<file path="src/rtl/riscv_muldiv_if.sv">
// Handshake bundle between the EX stage and the iterative multiply-divide unit.
// The pipeline drives the master side and the unit drives the slave side.
interface riscv_muldiv_if #(
  parameter int DATA_W = 32,
  parameter int TAG_W  = 5
);
  logic              start;
  logic [2:0]        funct3;
  logic [DATA_W-1:0] rs1_data;
  logic [DATA_W-1:0] rs2_data;
  logic [TAG_W-1:0]  rd_tag_in;
  logic              flush;
  logic              ready;
  logic              done;
  logic [DATA_W-1:0] result;
  logic [TAG_W-1:0]  rd_tag_out;

  modport master (
    output start, funct3, rs1_data, rs2_data, rd_tag_in, flush,
    input  ready, done, result, rd_tag_out
  );

  modport slave (
    input  start, funct3, rs1_data, rs2_data, rd_tag_in, flush,
    output ready, done, result, rd_tag_out
  );
endinterface

</file>
<file path="src/rtl/riscv_muldiv.sv">
// Iterative RV32M/RV64M multiply-divide unit: one op at a time, DATA_W-cycle
// shift-add multiply or restoring divide, with a one-cycle path for divide corner cases.
module riscv_muldiv #(
  parameter int DATA_W = 32,
  parameter int TAG_W  = 5
) (
  input  logic          clk,
  input  logic          reset,
  riscv_muldiv_if.slave bus
);
  // state | meaning
  // IDLE  | nothing in flight, ready to accept
  // CALC  | iterating on latched magnitudes, ready low
  // DONE  | result valid, done pulses, back-to-back accept allowed

  localparam int                CNT_W    = $clog2(DATA_W);
  localparam logic [CNT_W-1:0]  CNT_LAST = CNT_W'(DATA_W - 1);
  localparam logic [DATA_W-1:0] MIN_NEG  = {1'b1, {(DATA_W-1){1'b0}}};

  typedef enum logic [1:0] {
    IDLE = 2'd0,
    CALC = 2'd1,
    DONE = 2'd2
  } state_e;

  state_e              state_q,   state_d;
  logic [CNT_W-1:0]    cnt_q,     cnt_d;
  logic [2:0]          op_q,      op_d;
  logic [TAG_W-1:0]    tag_q,     tag_d;
  logic [TAG_W-1:0]    rd_tag_q,  rd_tag_d;
  logic [DATA_W-1:0]   result_q,  result_d;
  logic [2*DATA_W-1:0] acc_q,     acc_d;
  logic [DATA_W-1:0]   opb_q,     opb_d;
  logic                neg_q,     neg_d;
  logic                rem_neg_q, rem_neg_d;

  logic              a_signed, b_signed, a_neg, b_neg;
  logic              div_zero, div_ovf, fast_path, accept;
  logic [DATA_W-1:0] a_mag, b_mag, fast_res;

  // Operand decode for a new request; only consumed on accept.
  always_comb begin
    a_signed  = bus.funct3[2] ? ~bus.funct3[0] : (bus.funct3[1:0] != 2'b11);
    b_signed  = bus.funct3[2] ? ~bus.funct3[0] : ~bus.funct3[1];
    a_neg     = a_signed & bus.rs1_data[DATA_W-1];
    b_neg     = b_signed & bus.rs2_data[DATA_W-1];
    a_mag     = a_neg ? -bus.rs1_data : bus.rs1_data;
    b_mag     = b_neg ? -bus.rs2_data : bus.rs2_data;
    div_zero  = bus.funct3[2] & (bus.rs2_data == '0);
    div_ovf   = bus.funct3[2] & ~bus.funct3[0] &
                (bus.rs1_data == MIN_NEG) & (bus.rs2_data == '1);
    fast_path = div_zero | div_ovf;
    if (div_zero) begin
      fast_res = bus.funct3[1] ? bus.rs1_data : '1;
    end else begin
      fast_res = bus.funct3[1] ? '0 : bus.rs1_data;
    end
  end

  logic [DATA_W:0]     mul_sum, div_shl, div_diff;
  logic [2*DATA_W-1:0] mul_step, div_step, step, prod;
  logic [DATA_W-1:0]   quo, rem, fin_res;

  // One iteration of the datapath; acc holds {partial/remainder, multiplier/quotient}.
  always_comb begin
    mul_sum  = {1'b0, acc_q[2*DATA_W-1:DATA_W]} + (acc_q[0] ? {1'b0, opb_q} : '0);
    mul_step = {mul_sum, acc_q[DATA_W-1:1]};
    div_shl  = {acc_q[2*DATA_W-1:DATA_W], acc_q[DATA_W-1]};
    div_diff = div_shl - {1'b0, opb_q};
    if (div_diff[DATA_W]) begin
      div_step = {div_shl[DATA_W-1:0], acc_q[DATA_W-2:0], 1'b0};
    end else begin
      div_step = {div_diff[DATA_W-1:0], acc_q[DATA_W-2:0], 1'b1};
    end
    step = op_q[2] ? div_step : mul_step;
    prod = neg_q ? -step : step;
    quo  = step[DATA_W-1:0];
    rem  = step[2*DATA_W-1:DATA_W];
    if (op_q[2]) begin
      if (op_q[1]) begin
        fin_res = rem_neg_q ? -rem : rem;
      end else begin
        fin_res = neg_q ? -quo : quo;
      end
    end else if (op_q[1:0] == 2'b00) begin
      fin_res = prod[DATA_W-1:0];
    end else begin
      fin_res = prod[2*DATA_W-1:DATA_W];
    end
  end

  assign accept = bus.start & bus.ready & ~bus.flush;

  always_comb begin
    state_d   = state_q;
    cnt_d     = cnt_q;
    op_d      = op_q;
    tag_d     = tag_q;
    rd_tag_d  = rd_tag_q;
    result_d  = result_q;
    acc_d     = acc_q;
    opb_d     = opb_q;
    neg_d     = neg_q;
    rem_neg_d = rem_neg_q;
    case (state_q)
      IDLE, DONE: begin
        if (accept) begin
          op_d      = bus.funct3;
          tag_d     = bus.rd_tag_in;
          acc_d     = {{DATA_W{1'b0}}, a_mag};
          opb_d     = b_mag;
          neg_d     = a_neg ^ b_neg;
          rem_neg_d = a_neg;
          cnt_d     = '0;
          if (fast_path) begin
            state_d  = DONE;
            result_d = fast_res;
            rd_tag_d = bus.rd_tag_in;
          end else begin
            state_d = CALC;
          end
        end else begin
          state_d = IDLE;
        end
      end
      CALC: begin
        if (bus.flush) begin
          state_d = IDLE;
        end else begin
          acc_d = step;
          cnt_d = cnt_q + CNT_W'(1);
          if (cnt_q == CNT_LAST) begin
            state_d  = DONE;
            result_d = fin_res;
            rd_tag_d = tag_q;
          end
        end
      end
      default: state_d = IDLE;
    endcase
  end

  always_ff @(posedge clk or negedge reset) begin
    if (!reset) begin
      state_q   <= IDLE;
      cnt_q     <= '0;
      op_q      <= '0;
      tag_q     <= '0;
      rd_tag_q  <= '0;
      result_q  <= '0;
      acc_q     <= '0;
      opb_q     <= '0;
      neg_q     <= 1'b0;
      rem_neg_q <= 1'b0;
    end else begin
      state_q   <= state_d;
      cnt_q     <= cnt_d;
      op_q      <= op_d;
      tag_q     <= tag_d;
      rd_tag_q  <= rd_tag_d;
      result_q  <= result_d;
      acc_q     <= acc_d;
      opb_q     <= opb_d;
      neg_q     <= neg_d;
      rem_neg_q <= rem_neg_d;
    end
  end

  assign bus.ready      = (state_q != CALC);
  assign bus.done       = (state_q == DONE);
  assign bus.result     = result_q;
  assign bus.rd_tag_out = rd_tag_q;
endmodule

</file>
<file path="src/flat_wrapper.sv">
// flat-port wrapper written by rule: the top's interface ports become plain ports
module riscv_muldiv_flat 
#(
  parameter int DATA_W = 32,
  parameter int TAG_W  = 5
)
  (clk, reset, bus_start, bus_funct3, bus_rs1_data, bus_rs2_data, bus_rd_tag_in, bus_flush, bus_ready, bus_done, bus_result, bus_rd_tag_out);
  riscv_muldiv_if #(.DATA_W(DATA_W), .TAG_W(TAG_W)) bus_i ();
  input  logic clk;
  input  logic reset;
  input wire logic [$bits(bus_i.start)-1:0] bus_start;
  input wire logic [$bits(bus_i.funct3)-1:0] bus_funct3;
  input wire logic [$bits(bus_i.rs1_data)-1:0] bus_rs1_data;
  input wire logic [$bits(bus_i.rs2_data)-1:0] bus_rs2_data;
  input wire logic [$bits(bus_i.rd_tag_in)-1:0] bus_rd_tag_in;
  input wire logic [$bits(bus_i.flush)-1:0] bus_flush;
  output wire logic [$bits(bus_i.ready)-1:0] bus_ready;
  output wire logic [$bits(bus_i.done)-1:0] bus_done;
  output wire logic [$bits(bus_i.result)-1:0] bus_result;
  output wire logic [$bits(bus_i.rd_tag_out)-1:0] bus_rd_tag_out;
  assign bus_i.start = bus_start;
  assign bus_i.funct3 = bus_funct3;
  assign bus_i.rs1_data = bus_rs1_data;
  assign bus_i.rs2_data = bus_rs2_data;
  assign bus_i.rd_tag_in = bus_rd_tag_in;
  assign bus_i.flush = bus_flush;
  assign bus_ready = bus_i.ready;
  assign bus_done = bus_i.done;
  assign bus_result = bus_i.result;
  assign bus_rd_tag_out = bus_i.rd_tag_out;
  riscv_muldiv #(.DATA_W(DATA_W), .TAG_W(TAG_W)) u_core (.clk(clk), .reset(reset), .bus(bus_i));
endmodule
</file>
<file path="config.mk">
export PLATFORM = sky130hd
export DESIGN_NAME = riscv_muldiv_flat
export DESIGN_NICKNAME = d
export VERILOG_FILES = /design/src/rtl/riscv_muldiv_if.sv /design/src/rtl/riscv_muldiv.sv /design/src/flat_wrapper.sv
export SDC_FILE = /design/constraint.sdc
export NUM_CORES = 1
export LEC_CHECK = 0
export CAP_MARGIN = 40
export CELL_PAD_IN_SITES_DETAIL_PLACEMENT = 1
export CELL_PAD_IN_SITES_GLOBAL_PLACEMENT = 1
export CORE_MARGIN = 4
export CORE_UTILIZATION = 41
export CTS_CLUSTER_DIAMETER = 100
export CTS_CLUSTER_SIZE = 14
export DETAILED_ROUTE_END_ITERATION = 8
export HOLD_SLACK_MARGIN = 0.06
export PLACE_DENSITY_LB_ADDON = 0.08
export SKIP_LAST_GASP = 1
export SYNTH_ARGS = -nofsm -noshare
export SYNTH_HDL_FRONTEND = slang
export SYNTH_SLANG_ARGS = --single-unit
</file>
<file path="constraint.sdc">
create_clock -name clk -period 5.4 [get_ports clk]
set_input_delay 0.81 -clock clk [delete_from_list [all_inputs] [get_ports clk]]
set_output_delay 0.81 -clock clk [all_outputs]
set_load 0.005 [all_outputs]
</file>
==> results_dict.tcl <==
set metrics [dict create \
    stdcell_count 2914 \
    r2r_cells 20 \
    grt_use_met3 0.1147 \
    initialDrtViolationCount 1701 \
    syn_area_per_cell_um2 7.354 \
    dp_hpwl_um 63390 \
    synth_area_um2 16320 \
    required_ns 5.76 \
    ir_worst_vdd_v 0.0003009 \
    dominantRegCellSynth "dfrtp_1" \
    drc_errors 0 \
    fp.dieW_um 207.5 \
    setup.worst_path.class "reg -> reg" \
    cap_viol_max_count 0 \
    ys_async_sr_fraction 1.000 \
    grt_max_degree 72 \
    yosys-top-cells-area "dfrtp_1 23%, o21ai_0 7.5%, nand2_1 6.7%" \
    grt_busiest_layer "met2" \
    start_util 0.4183 \
    grt_util_all_layers 0.3629 \
    firstDrtPassIters 6 \
    slowest_stage "a2111oi_2" \
    p_leak_uw 0.007966 \
    fin_util 0.5005 \
    min_period_ns 5.210 \
    clkLatencyLatePin_ns 0.51 \
    use_met1 0.5067 \
    grt_first_pass_wirelength_um 119800 \
    slew-limit-headroom 0.3575 \
    layout.nets 2531 \
    synth_most_common_cell "nand2_1" \
    synth_nets 2368 \
    tritoncts "done" \
    clkSinkCount 150 \
    rsz0062_at_grt "true" \
    core_um2 39010 \
    yosysTopAreaCellShare 0.2300 \
    vias 18722 \
    routabilityCongestion 1.025 \
    portBuffers 114 \
    ys_top_cells_by_count "293 x nand2_1, 245 x o21ai_0, 198 x a21oi_1" \
    drt_wl_total_um 80570 \
    drtAntennaViolNets 0 \
    cts_hold_buf 0 \
    seq_area_frac_synth 0.2300 \
    ys_ff_latch 150 \
    run_status "complete, no violations" \
    fin_total_pwr_uw 12210 \
    synth_edf_count 0 \
    htreeDepth 4 \
    finClkSkew_ns 0.01109 \
    critPathLaunchType "flop" \
    die_h_um 207.5 \
    synth_warnings 0 \
    use_met2 0.5270 \
    setup_viol 0 \
    clkSlewWorstSetupHoldPaths_ns 0.07 \
    cts_buffers 17 \
    fp.dieArea_um2 43060 \
    area_growth_pct 19.64 \
    tns_ns 0 \
    gr-total-overflow 0 \
    crit_top_cell "buf_4" \
    yosysTopAreaCell "dfrtp_1" \
    syn_inst 2219 \
    path_cells "inv_1 > ha_1 > inv_1 > fa_1 > a21o_1 > a221o_2 > a2bb2oi_2 > o21ai_4 > buf_4 > nand3_1 > a2111oi_2 > o32ai_1 > nor4bb_1 > or3b_4 > o311ai_2 > o311ai_1 > buf_4 > a221oi_1 > buf_4 > a311oi_1" \
    dpl_cell_area_um2 18810 \
    holdCritPathClass "in -> async" \
    post-route-period-util 0.9648 \
    dp_cells 2875 \
    power_density_nw_per_um2 625.5 \
    cpPeakStageDelay_ns 0.48 \
    num_rows 72 \
    drive_above_1_share 0.1169 \
    avgRoutedWirePerCell_um 27.65 \
    clockBufferDepth 2 \
    vias_per_cell 6.425 \
    max_freq_mhz 191.9 \
    fin_area_um2 19520 \
    finalMaxSlewViolations 0 \
    hold_violations 0 \
    cp-end-kind "flop" \
    grt_antenna_before_repair 3 \
    crit_fanout 4 \
    arrival_ns 5.57 \
    io_pins 115 \
    root_buffer "clkbuf_16" \
    worstMarginPinSlew_ns 0.9536 \
    synth.distinct_cells 104 \
    grt_pass1_vias 18626 \
]
[stage by stage]
stage	hold slack [ns]	setup slack [ns]
finish	0.3088	0.1899
global route	0.3330	-0.04520
CTS	0.3243	0.02349
detailed placement	0.4648	-0.08541
global placement	0.4566	0.1126
floorplan	0.4455	0.3310
[cells by family after synthesis]
family,after synthesis,synth area share
adder cells (fa/ha/maj),74,0.05751
multiplexers,47,0.02944
AO/OA/AOI/OAI,774,0.3046
flip-flops,150,0.2300
XOR/XNOR,179,0.09607
buffers and inverters,216,0.05306
AND/OR/NAND/NOR,779,0.2293
[placed cells by master (no fill, tap or decap), types with 17 or more instances in the layout]
cell type        synthesis  layout
nand2_1                293     292
o21ai_0                245     240
a21oi_1                198     197
nor2_1                 183     178
buf_4                    3     159
dfrtp_1                150     148
clkdlybuf4s50_1          0     113
xnor2_1                110     110
inv_1                   79      79
ha_1                    71      70
xor2_1                  69      69
nor3_1                  53      53
nand3_1                 45      44
and2_1                  41      41
mux2i_1                 39      39
nand4_1                 35      35
a31oi_1                 34      34
o211ai_1                29      29
o31ai_1                 29      28
a22o_1                  22      22
nand2b_1                20      20
or3_1                   19      19
a21o_1                  17      17
clkbuf_16                0      17
[flip-flops by register name (all words and copies together) (netlist names)]
name / flops
u_core.acc_q: 64
u_core.bus.result: 32
u_core.opb_q: 32
u_core.bus.rd_tag_out: 5
u_core.cnt_q: 5
u_core.tag_q: 5
u_core.op_q: 3
u_core.state_q: 2
u_core.neg_q: 1
u_core.rem_neg_q: 1
[worst paths after layout]
check                                                    end  slack, ns                              from
setup / recovery           u_core.bus.result[19]$_DFFE_PN0P_       0.19      u_core.acc_q[31]$_DFFE_PN0P_
hold / removal                   u_core.opb_q[8]$_DFFE_PN0P_       0.31                             reset
setup reg to reg           u_core.bus.result[19]$_DFFE_PN0P_       0.19      u_core.acc_q[31]$_DFFE_PN0P_
hold reg to reg             u_core.bus.result[3]$_DFFE_PN0P_       0.48  u_core.bus.result[3]$_DFFE_PN0P_
max in group asynchronous         u_core.op_q[2]$_DFFE_PN0P_       3.83                             reset
min in group clk            u_core.bus.result[3]$_DFFE_PN0P_       0.48  u_core.bus.result[3]$_DFFE_PN0P_
[routing by layer]
| layer | up-vias | share of wire |
|---|---|---|
| met5 | - | 0.000087 |
| met4 | 2 | 0.037 |
| met3 | 154 | 0.097 |
| met2 | 820 | 0.41 |
| met1 | 9323 | 0.45 |
| li1 | 8423 | - |
[power breakdown]
| part | total [uW] | switching, uW | internal [uW] |
|---|---|---|---|
| logic | 8940 | 5610 | 3330 |
| clock network | 1260 | 621 | 642 |
| registers | 2000 | 495 | 1510 |
[worst max-delay path: cells and delay by family (launching register included)]
| family | cells | cell delay (ns) |
|---|---|---|
| AO/OA/AOI/OAI | 10 | 2.40 |
| adder cells (fa/ha/maj) | 2 | 0.56 |
| buffers and inverters | 5 | 0.66 |
| flip-flops | 1 | 0.39 |
| AND/OR/NAND/NOR | 3 | 1.04 |
[final cells by class]
| type | count | area (um2) |
|---|---|---|
| antenna | 1 | 2.502 |
| clock buffer | 17 | 425.4 |
| clock inverter | 15 | 141.4 |
| fill | 4948 | 19480 |
| inverter | 82 | 307.8 |
| multi-input combinational | 1853 | 11830 |
| sequential | 150 | 3759 |
| tap | 518 | 648.1 |
| timing repair buffer | 278 | 2406 |
[what timing repair did]
item	in CTS	in global routing
setup endpoints to repair	6	21
buffers inserted	0	5
pin swaps	0	9
gates resized for setup	2	24
Note: power is estimated with default switching activity, not from simulation.
